### src/rtl/serial_operand_adder_frontend_if.sv
// Bundle of the serial operand link, the adder operand/sum link and the
// downstream result handshake. The slave side is the frontend block; the
// master side is whatever drives the serial bits, provides the adder and
// consumes the result.
interface serial_operand_adder_frontend_if #(
    parameter int unsigned WIDTH = 4
);
    // Serial operand link
    logic             ser_valid;
    logic             ser_first;
    logic             ser_a;
    logic             ser_b;
    logic             ser_ready;

    // Adder link
    logic [WIDTH-1:0] add_a;
    logic [WIDTH-1:0] add_b;
    logic [WIDTH:0]   add_s;

    // Result link
    logic             sum_valid;
    logic [WIDTH:0]   sum;
    logic             sum_ready;

    modport slave (
        input  ser_valid,
        input  ser_first,
        input  ser_a,
        input  ser_b,
        output ser_ready,
        output add_a,
        output add_b,
        input  add_s,
        output sum_valid,
        output sum,
        input  sum_ready
    );

    modport master (
        output ser_valid,
        output ser_first,
        output ser_a,
        output ser_b,
        input  ser_ready,
        input  add_a,
        input  add_b,
        output add_s,
        input  sum_valid,
        input  sum,
        output sum_ready
    );
endinterface

### src/rtl/serial_operand_adder_frontend.sv
// Serial-to-parallel operand stage in front of a combinational adder.
// Collects two WIDTH-bit operands LSB-first, presents them to the adder,
// registers the (WIDTH+1)-bit sum and offers it on a valid/ready output.
module serial_operand_adder_frontend #(
    parameter int unsigned WIDTH = 4
) (
    input  logic                                  clk,
    input  logic                                  rst_n,
    serial_operand_adder_frontend_if.slave        bus
);

    localparam int unsigned CW = $clog2(WIDTH + 1);

    typedef enum logic [1:0] {
        LOAD    = 2'd0,
        CAPTURE = 2'd1,
        OUT     = 2'd2
    } state_t;

    state_t            state_q, state_d;
    logic [CW-1:0]     cnt_q, cnt_d;
    logic [WIDTH-1:0]  sh_a_q, sh_a_d;
    logic [WIDTH-1:0]  sh_b_q, sh_b_d;
    logic [WIDTH:0]    sum_q, sum_d;
    logic              sum_valid_q, sum_valid_d;

    logic              xfer;
    logic              frame_open;
    logic [CW-1:0]     cnt_next;

    // Ready is gated by rst_n so it drops together with the async reset.
    assign bus.ser_ready = (state_q == LOAD) && rst_n;
    assign xfer          = bus.ser_valid && bus.ser_ready;

    // A bit is kept if it opens a frame or extends an already open one;
    // a first-marked bit always restarts the count at one.
    assign frame_open    = bus.ser_first || (cnt_q != '0);
    assign cnt_next      = bus.ser_first ? CW'(1) : (cnt_q + CW'(1));

    assign bus.add_a     = sh_a_q;
    assign bus.add_b     = sh_b_q;
    assign bus.sum       = sum_q;
    assign bus.sum_valid = sum_valid_q;

    // Next-state logic for the framing FSM, shift registers and result.
    always_comb begin
        state_d     = state_q;
        cnt_d       = cnt_q;
        sh_a_d      = sh_a_q;
        sh_b_d      = sh_b_q;
        sum_d       = sum_q;
        sum_valid_d = sum_valid_q;

        unique case (state_q)
            LOAD: begin
                if (xfer && frame_open) begin
                    sh_a_d = {bus.ser_a, sh_a_q[WIDTH-1:1]};
                    sh_b_d = {bus.ser_b, sh_b_q[WIDTH-1:1]};
                    if (cnt_next == CW'(WIDTH)) begin
                        cnt_d   = '0;
                        state_d = CAPTURE;
                    end else begin
                        cnt_d   = cnt_next;
                    end
                end
            end

            CAPTURE: begin
                sum_d       = bus.add_s;
                sum_valid_d = 1'b1;
                state_d     = OUT;
            end

            OUT: begin
                if (bus.sum_ready) begin
                    sum_valid_d = 1'b0;
                    state_d     = LOAD;
                end
            end

            default: begin
                state_d     = LOAD;
                cnt_d       = '0;
                sum_valid_d = 1'b0;
            end
        endcase
    end

    // State and registered outputs, asynchronously cleared.
    always_ff @(posedge clk or negedge rst_n) begin
        if (!rst_n) begin
            state_q     <= LOAD;
            cnt_q       <= '0;
            sh_a_q      <= '0;
            sh_b_q      <= '0;
            sum_q       <= '0;
            sum_valid_q <= 1'b0;
        end else begin
            state_q     <= state_d;
            cnt_q       <= cnt_d;
            sh_a_q      <= sh_a_d;
            sh_b_q      <= sh_b_d;
            sum_q       <= sum_d;
            sum_valid_q <= sum_valid_d;
        end
    end

endmodule

### src/flat_wrapper.sv
// flat-port wrapper written by rule: the top's interface ports become plain ports
module serial_operand_adder_frontend_flat 
#(
    parameter int unsigned WIDTH = 4
)
  (clk, rst_n, bus_ser_valid, bus_ser_first, bus_ser_a, bus_ser_b, bus_ser_ready, bus_add_a, bus_add_b, bus_add_s, bus_sum_valid, bus_sum, bus_sum_ready);
  serial_operand_adder_frontend_if #(.WIDTH(WIDTH)) bus_i ();
  input  logic clk;
  input  logic rst_n;
  input wire logic [$bits(bus_i.ser_valid)-1:0] bus_ser_valid;
  input wire logic [$bits(bus_i.ser_first)-1:0] bus_ser_first;
  input wire logic [$bits(bus_i.ser_a)-1:0] bus_ser_a;
  input wire logic [$bits(bus_i.ser_b)-1:0] bus_ser_b;
  output wire logic [$bits(bus_i.ser_ready)-1:0] bus_ser_ready;
  output wire logic [$bits(bus_i.add_a)-1:0] bus_add_a;
  output wire logic [$bits(bus_i.add_b)-1:0] bus_add_b;
  input wire logic [$bits(bus_i.add_s)-1:0] bus_add_s;
  output wire logic [$bits(bus_i.sum_valid)-1:0] bus_sum_valid;
  output wire logic [$bits(bus_i.sum)-1:0] bus_sum;
  input wire logic [$bits(bus_i.sum_ready)-1:0] bus_sum_ready;
  assign bus_i.ser_valid = bus_ser_valid;
  assign bus_i.ser_first = bus_ser_first;
  assign bus_i.ser_a = bus_ser_a;
  assign bus_i.ser_b = bus_ser_b;
  assign bus_ser_ready = bus_i.ser_ready;
  assign bus_add_a = bus_i.add_a;
  assign bus_add_b = bus_i.add_b;
  assign bus_i.add_s = bus_add_s;
  assign bus_sum_valid = bus_i.sum_valid;
  assign bus_sum = bus_i.sum;
  assign bus_i.sum_ready = bus_sum_ready;
  serial_operand_adder_frontend #(.WIDTH(WIDTH)) u_core (.clk(clk), .rst_n(rst_n), .bus(bus_i));
endmodule
### config.mk
export PLATFORM = sky130hd
export DESIGN_NAME = serial_operand_adder_frontend_flat
export DESIGN_NICKNAME = d
export VERILOG_FILES = /design/src/rtl/serial_operand_adder_frontend_if.sv /design/src/rtl/serial_operand_adder_frontend.sv /design/src/flat_wrapper.sv
export SDC_FILE = /design/constraint.sdc
export NUM_CORES = 1
export LEC_CHECK = 0
export CAP_MARGIN = 10
export CORE_MARGIN = 3
export CORE_UTILIZATION = 45
export DETAILED_ROUTE_END_ITERATION = 12
export GPL_TIMING_DRIVEN = 1
export PLACE_DENSITY = 0.77
export SYNTH_ARGS = -nofsm -noshare
export SYNTH_HDL_FRONTEND = slang
export SYNTH_SLANG_ARGS = --single-unit
### constraint.sdc
create_clock -name clk -period 2.28 [get_ports clk]
set_input_delay 0.456 -clock clk [delete_from_list [all_inputs] [get_ports clk]]
set_output_delay 0.456 -clock clk [all_outputs]
set_load 0.01 [all_outputs]
-- Word level (Yosys, flattened, before mapping)
Cells that the tools add are included.
- register bits: 19
- bits of input ports: 12
- output and inout port bits: 15
- word-level logic and storage cells: 36
- add/subtract/negate cells: 1
- equal/unequal tests: 6
- mux-type cells: 10
- bitwise gates (word level): 2
- reductions and logical operators: 11
- operator list (kind ; count):
    $mux 3 ; 3
    $mux 2 ; 3
    $ne 2x2->1 const B ; 3
    $pmux 2 s3 ; 1
    $pmux 3 s2 ; 1
    $reduce_and 2->1 ; 3
    $add 3x1->3 const B ; 1
    $eq 3x3->1 const B ; 1
    $logic_and 1x1->1 ; 3
    $pmux 1 s3 ; 1
    $reduce_and 3->1 ; 1
    $reduce_bool 3->1 ; 1
    $eq 2x1->1 const B ; 1
    $eq 2x2->1 const B ; 1
    $logic_not 2->1 ; 1
    $not 1->1 ; 2
    $reduce_or 2->1 ; 1
    $logic_or 1x1->1 ; 1
    $mux 1 ; 1

-- Logic depth before layout (Yosys ltp)
Gate-level depths: netlist of the first run.
- depth after elaboration: 6
- gate-level depth with buffers: 7
- mapped depth without buffers: 6

-- Worst setup path before layout of the first run
Ideal clock, no wire load.
- kind: register -> register
- start point: register u_core.cnt_q[0]
- end point: register u_core.state_q[0]
- setup time: 0.128 ns
- data arrival time: 1.558 ns
- data required time: 2.152 ns
- slack: 0.594 ns
- stages on the path, launching flop included: 6
- period minus slack after synthesis: 1.686 ns
- cell sequence: dfrtp_1 > inv_2 > ha_1 > o41ai_2 > o221ai_1 > mux2_1
- cells in the longest elaborated chain, start to end: 5
- RTL lines (what ; RTL line ; source):
    start: declaration ; serial_operand_adder_frontend.sv:21 ; logic [CW-1:0] cnt_q, cnt_d;
    start signal: assignment ; serial_operand_adder_frontend.sv:100 ; cnt_q <= cnt_d;
    $add 3x1->3 or $reduce_bool 3->1 (tied branches) ; serial_operand_adder_frontend.sv:38, serial_operand_adder_frontend.sv:37 ;
    $mux 3 or $logic_or 1x1->1 (tied branches) ; serial_operand_adder_frontend.sv:38, serial_operand_adder_frontend.sv:37 ;
    $eq 3x3->1 or $logic_and 1x1->1 (tied branches) ; serial_operand_adder_frontend.sv:59, serial_operand_adder_frontend.sv:56 ;
    $ne 2x2->1 (no source line) ; n/a ;
    $reduce_and 3->1 (no source line) * ; n/a ;
    end signal: assignment ; serial_operand_adder_frontend.sv:99 ; state_q <= state_d;
    end: declaration ; serial_operand_adder_frontend.sv:20 ; state_t state_q, state_d;
Every way passes the cells marked *; elsewhere a longest branch is shown, timed or not.
A chain may end at the register's enable or synchronous reset.

-- Worst setup path after layout of the first run
- start point: register u_core.state_q[0]
- end point: output port bus_ser_ready
- cells in the longest elaborated chain, start to end: 2
- RTL lines (what ; RTL line ; source):
    $logic_not 2->1 ; serial_operand_adder_frontend.sv:32 ; assign bus.ser_ready = (state_q == LOAD) && rst_n;
    $logic_and 1x1->1 ; serial_operand_adder_frontend.sv:32 ;
    end: declaration ; flat_wrapper.sv:14 ; output wire logic [$bits(bus_i.ser_ready)-1:0] bus_ser_ready;
No other way between the ends.

==> results of run 1 <==
worst max-delay path: cells and delay by family, from the launching register on:
kind	cells	cell delay (ps)
adder cells (fa/ha/maj)	1	180
buffers and inverters	2	660
flip-flops	1	410
AND/OR/NAND/NOR	1	120
state kept, by name (all words and copies together) (netlist names):
register,count
u_core.bus.sum,5
u_core.state_q,2
u_core.cnt_q,3
u_core.bus.add_a,4
u_core.bus.sum_valid,1
u_core.bus.add_b,4
synth_stat cells (2+ instances only):
library cell  instances  area (um2)
dfrtp_1              19         475
ha_1                  6        75.1
nor2_1                2        7.51
mux2_2               12         135
mux2_1                4        45.0
o21a_1                2        15.0
a32o_1                2        20.0
inv_1                 6        22.5
cells by family after synthesis:
kind of cell             Yosys count
AO/OA/AOI/OAI                     10
XOR/XNOR                           1
adder cells (fa/ha/maj)            6
buffers and inverters              9
flip-flops                        19
multiplexers                      16
AND/OR/NAND/NOR                    7
area by class of cell:
cell class | count | area share [%]
timing repair buffer | 28 | 22.0
clock buffer | 4 | 2.10
sequential | 19 | 38.0
multi-input combinational | 40 | 33.2
inverter | 7 | 2.10
tap | 25 | 2.50
report_power, final:
part / switching (mW) / internal [mW]
registers: 0.0956 / 0.490
logic: 0.337 / 0.499
clock network: 0.0940 / 0.0681
total: 0.527 / 1.06
how the worst max path moves through the flow:
stage,start,slack (ps),cells after the start,endpoint
3_3_place_gp,rst_n,170,3,bus_ser_ready
3_5_place_dp,rst_n,180,3,bus_ser_ready
5_1_grt,u_core.state_q[0]$_DFFE_PN0P_,50,4,bus_ser_ready
6_report,u_core.state_q[0]$_DFFE_PN0P_,170,4,bus_ser_ready
2_1_floorplan,u_core.cnt_q[0]$_DFFE_PN0P_,590,5,u_core.state_q[0]$_DFFE_PN0P_
4_1_cts,u_core.state_q[0]$_DFFE_PN0P_,80,4,bus_ser_ready
what timing repair did:
action | in CTS | in global routing
resized for setup | 0 | 2
endpoints found under the setup margin | 0 | 1
endpoints found under the hold margin | 0 | 0
metrics by stage:
step,std cells,setup slack [ps]
CTS,123,79.4
global placement,119,174
floorplan,68,594
detailed placement,119,176
global route,123,53.4
finish,123,167
cell usage in the layout, fill, tap and decap left out, drive strengths merged, types with 2 or more instances in the layout:
master / count
buf: 2
clkdlybuf4s50: 26
o21a: 2
mux2: 16
ha: 6
clkbuf: 4
dfrtp: 19
a32o: 2
inv: 7
nor2: 2
layer usage:
layer / wire, um / vias up / part of all wire (%)
met5: 0 / - / 0
met4: 27 / 0 / 1.6
met3: 89 / 4 / 5.2
met2: 800 / 20 / 47
met1: 786 / 300 / 46
li1: - / 302 / -
==> impl_metrics.env, run 1 <==
export IMPL_cp_data_arrival_time_ps=1660
export IMPL_path_clk_slew_ps=100
export IMPL_power_mw=1.58
export IMPL_numCtsBuffers=3
export IMPL_setup_viol=0
export IMPL_fillers=145
export IMPL_r2r_worst_path_cells=5
export IMPL_ys_ff_latch=19
export IMPL_fin_tns_setup_ps=0
export IMPL_fin_crit_ps=2110
export IMPL_maxCapViolCount=0
export IMPL_min_path_cells=1
export IMPL_place_hpwl_um=1300
export IMPL_num_rows=15
export IMPL_synth_top_family_by_area="multiplexers"
export IMPL_path_cells="inv_1, ha_4, and2_1, clkdlybuf4s50_1"
export IMPL_worstSetupStartpointType="flop"
export IMPL_yosysSeqAreaShare_pct=51.9
export IMPL_fin_crit_sh_pct=92.7
export IMPL_grt_start_max_net_pins=20
export IMPL_synth_adder_area_share_pct=8.20
export IMPL_cp_end_kind="output port"
export IMPL_rr_endpoint="u_core.state_q[0]$_DFFE_PN0P_"
export IMPL_cp_required_ps=1820
export IMPL_grt_use_met2_pct=23.2
export IMPL_syn_to_final_growth_pct=36.5
export IMPL_synth_avg_cell_area_um2=13.5
export IMPL_antenna_found_initial=0
export IMPL_p_leak_nw=0.536
export IMPL_synth_fp_nets=86
export IMPL_hp_start="u_core.bus.sum[0]$_DFFE_PN0P_"
export IMPL_final_util_pct=68.7
export IMPL_grt_met1_usage_pct=18.5
export IMPL_nets=117
export IMPL_grt_usage_pct=14.5
export IMPL_die_area_um2=2610
export IMPL_start_util_pct=50.3
export IMPL_multi_input_area_um2=415
export IMPL_hold_buffers=0
export IMPL_gr_usage_met3_pct=3.50
export IMPL_grt_overflow=0
export IMPL_drtPass1Iterations=3
export IMPL_design_area_um2=1250
export IMPL_detail_route_antenna_nets=0
export IMPL_ys_flop_type="dfrtp_1"
export IMPL_drive_gt1_share_pct=22.4
export IMPL_top_usage_layer="met2"
export IMPL_grt_pass1_vias=622
export IMPL_synth_compound_area_share_pct=10.5
export IMPL_critical_path_max_stage_delay_ps=520
export IMPL_maxSlewViolCount=0
export IMPL_clock_latency_ps=290
export IMPL_regArea_um2=475
export IMPL_reg2reg_slack_ps=420
export IMPL_placed_area_um2=1210
export IMPL_ir_drop_v=0.000760
export IMPL_num_antenna_cells=0
export IMPL_yosysWarnings=0
export IMPL_ctsRootBufferMaster="clkbuf_4"
export IMPL_die_y_um=51.1
export IMPL_synth_xor_area_share_pct=0.956
export IMPL_core_area_um2=1820
export IMPL_cts_tree="yes"
export IMPL_p_per_area_nw_per_um2=1270
export IMPL_status="finished, final reports clean"
export IMPL_cts_max_level=1
export IMPL_clock_sinks=19
export IMPL_skew_ps=1.21
export IMPL_fin_hold_ws_ps=520
export IMPL_drcViolationCount=0
export IMPL_grt_setup_unrepaired="no"
export IMPL_synth_simple_gate_area_share_pct=4.64
export IMPL_hold_path_class="reg -> reg"
export IMPL_max_clock_freq_mhz=473
export IMPL_synthesis_area_um2=916
export IMPL_cts_setup_buffers=0
export IMPL_yosysUniqueCellTypes=23
export IMPL_die_x_um=51.1
export IMPL_drt_wl_total_um=1700
export IMPL_dr_total_vias=626
export IMPL_portBuffers=26
export IMPL_synthArstFlopShare_pct=100
export IMPL_hold_violations=0
export IMPL_synthCells=68
export IMPL_gp_congestion=0.780
export IMPL_ios=27
export IMPL_drtIter0Drc=1
export IMPL_grt_pass1_wl_um=2780
export IMPL_cp_slowest_cell="clkdlybuf4s50_1"
export IMPL_yosys_mux_area_fraction_pct=19.7
export IMPL_cts_buffer_depth=2
export IMPL_slew_headroom_pct=81.0
export IMPL_vias_per_cell=5.09
export IMPL_min_to="u_core.bus.sum[0]$_DFFE_PN0P_"
export IMPL_rr_startpoint="u_core.cnt_q[0]$_DFFE_PN0P_"
export IMPL_path_class="reg -> out"
export IMPL_worstPathMaxFanout=5
export IMPL_synth_edf_count=0
export IMPL_tightest_slew_ps=286
export IMPL_routedWlPerCell_um=13.8
Power figures use the tool's default switching activity.
==> run 2, diff against run 1 <==
CORE_MARGIN = 4   (was 3)
==> run 2 against run 1 <==
Against the previous run: first-iteration DRC count rose to 8.0 times the previous value; worst hold slack lost 5.6 ps; global-route usage is 0.13 points higher; die area grew 8.0%; critical path type unchanged; critical endpoint unchanged.
==> impl_metrics.env, run 2 (synthesized netlist as in run 1, its figures left out) <==
export IMPL_portBuffers=26
export IMPL_tightest_slew_ps=297
export IMPL_layout_commonest_cell="clkdlybuf4s50_1"
export IMPL_grt_pass1_wl_um=2950
export IMPL_final_cell_mix="clkdlybuf4s50_1 (26), dfrtp_1 (19), mux2_2 (12), inv_1 (6), ha_1 (5)"
export IMPL_design_area_um2=1240
export IMPL_setup_viol=0
export IMPL_clock_sinks=19
export IMPL_min_to="u_core.bus.sum[1]$_DFFE_PN0P_"
export IMPL_grt_overflow=0
export IMPL_largest_reg_flops=5
export IMPL_antenna_found_initial=0
export IMPL_topRoutingLayerUsed="met4"
export IMPL_drt_wl_total_um=1680
export IMPL_status="finished, final reports clean"
export IMPL_dr_total_vias=608
export IMPL_maxSlewViolCount=0
export IMPL_ctsRootBufferMaster="clkbuf_4"
export IMPL_grt_pass1_vias=691
export IMPL_hold_path_class="reg -> reg"
export IMPL_ir_drop_v=0.000672
export IMPL_min_path_cells=1
export IMPL_syn_to_final_growth_pct=35.8
export IMPL_slew_headroom_pct=80.2
export IMPL_grt_start_max_net_pins=20
export IMPL_numCtsBuffers=3
export IMPL_cp_required_ps=1820
export IMPL_reg2reg_slack_ps=440
export IMPL_path_class="reg -> out"
export IMPL_met2_length_um=814
export IMPL_grt_usage_pct=14.7
export IMPL_grt_setup_unrepaired="no"
export IMPL_fin_hold_ws_ps=514
export IMPL_skew_ps=10.2
export IMPL_worstSetupStartpointType="flop"
export IMPL_routedWlPerCell_um=13.5
export IMPL_cts_tree="yes"
export IMPL_path_clk_slew_ps=100
export IMPL_num_rows=16
export IMPL_num_antenna_cells=0
export IMPL_cp_data_arrival_time_ps=1700
export IMPL_met1Wirelength_um=751
export IMPL_hp_start="u_core.bus.sum[1]$_DFFE_PN0P_"
export IMPL_drcViolationCount=0
export IMPL_cp_end_kind="output port"
export IMPL_hold_violations=0
export IMPL_core_area_um2=1940
export IMPL_p_per_area_nw_per_um2=1250
export IMPL_cts_buffer_depth=2
export IMPL_max_clock_freq_mhz=464
export IMPL_die_area_um2=2820
export IMPL_die_y_um=53.1
export IMPL_die_x_um=53.1
export IMPL_detail_route_antenna_nets=0
export IMPL_drtIter0Drc=8
export IMPL_fin_crit_sh_pct=94.5
export IMPL_drtPass1Iterations=3
export IMPL_cts_max_level=1
export IMPL_dr_wl_met3_um=108
export IMPL_maxCapViolCount=0
export IMPL_p_leak_nw=0.537
export IMPL_clock_latency_ps=290
export IMPL_drive_gt1_share_pct=23.5
export IMPL_placed_area_um2=1210
export IMPL_fillers=166
export IMPL_rr_endpoint="u_core.state_q[0]$_DFFE_PN0P_"
export IMPL_place_hpwl_um=1330
export IMPL_rr_startpoint="u_core.cnt_q[0]$_DFFE_PN0P_"
export IMPL_gp_congestion=0.792
export IMPL_nets=117
export IMPL_startpoint="u_core.state_q[0]$_DFFE_PN0P_"
export IMPL_ios=27
export IMPL_r2r_worst_path_cells=5
export IMPL_worstPathMaxFanout=5
export IMPL_start_util_pct=47.2
export IMPL_fin_crit_ps=2150
export IMPL_vias_per_cell=4.86
export IMPL_fin_tns_setup_ps=0
[run 2: changes by cell type in the layout (fill, tap and decap cells not counted), sizes merged]
cell / change
clkinv: +1
clkbuf: -1
[run 2: how the worst max path moves through the flow]
| stage | end | slack, ps |
|---|---|---|
| floorplan | u_core.state_q[0]$_DFFE_PN0P_ | 590 |
| global placement | bus_ser_ready | 200 |
| detailed placement | bus_ser_ready | 190 |
| CTS | bus_ser_ready | 50 |
| global route | bus_ser_ready | 20 |
| finish | bus_ser_ready | 130 |
[run 2: layer usage]
metal | vias to the layer above | track usage (%)
met5 | - | 0
met4 | 0 | 6.38
met3 | 2 | 4.79
met2 | 17 | 24.2
met1 | 290 | 17.3
li1 | 299 | -
[run 2: final cells by class]
type	count	area [um2]	share of cell area (%)
Sequential cell	19	475	38.2
Multi-Input combinational cell	40	405	32.6
Timing Repair Buffer	28	275	22.1
Tap cell	27	33.8	2.72
Inverter	7	26.3	2.11
Clock buffer	3	22.5	1.81
Clock inverter	1	5.00	0.402
[run 2: timing repair]
item | CTS | global route
endpoints found under the hold margin | 0 | 0
gates resized for setup | 0 | 1
buffers inserted | 0 | 0
setup endpoints to repair | 0 | 1
hold buffers | 0 | 0
[run 2: worst max-delay path: stages (launching register included)]
cell and delay, ps:
dfrtp_1 400, inv_1 110, ha_2 240, and2_1 130, clkdlybuf4s50_1 530
[run 2: per-stage QoR]
step	total power [mW]	setup WS, ps	std cells	utilization [%]
floorplan	1.02	594	68	-
global placement	1.38	200	121	62.5
detailed placement	1.40	186	121	62.5
CTS	1.58	51.5	125	63.9
global route	1.68	24.8	125	64.0
finish	1.56	126	125	64.0
[run 2: power breakdown]
part           total [mW]  switching, mW  internal [mW]
registers           0.585         0.0950          0.490
clock network       0.163         0.0975         0.0652
logic               0.811          0.330          0.481
total                1.56          0.523           1.04
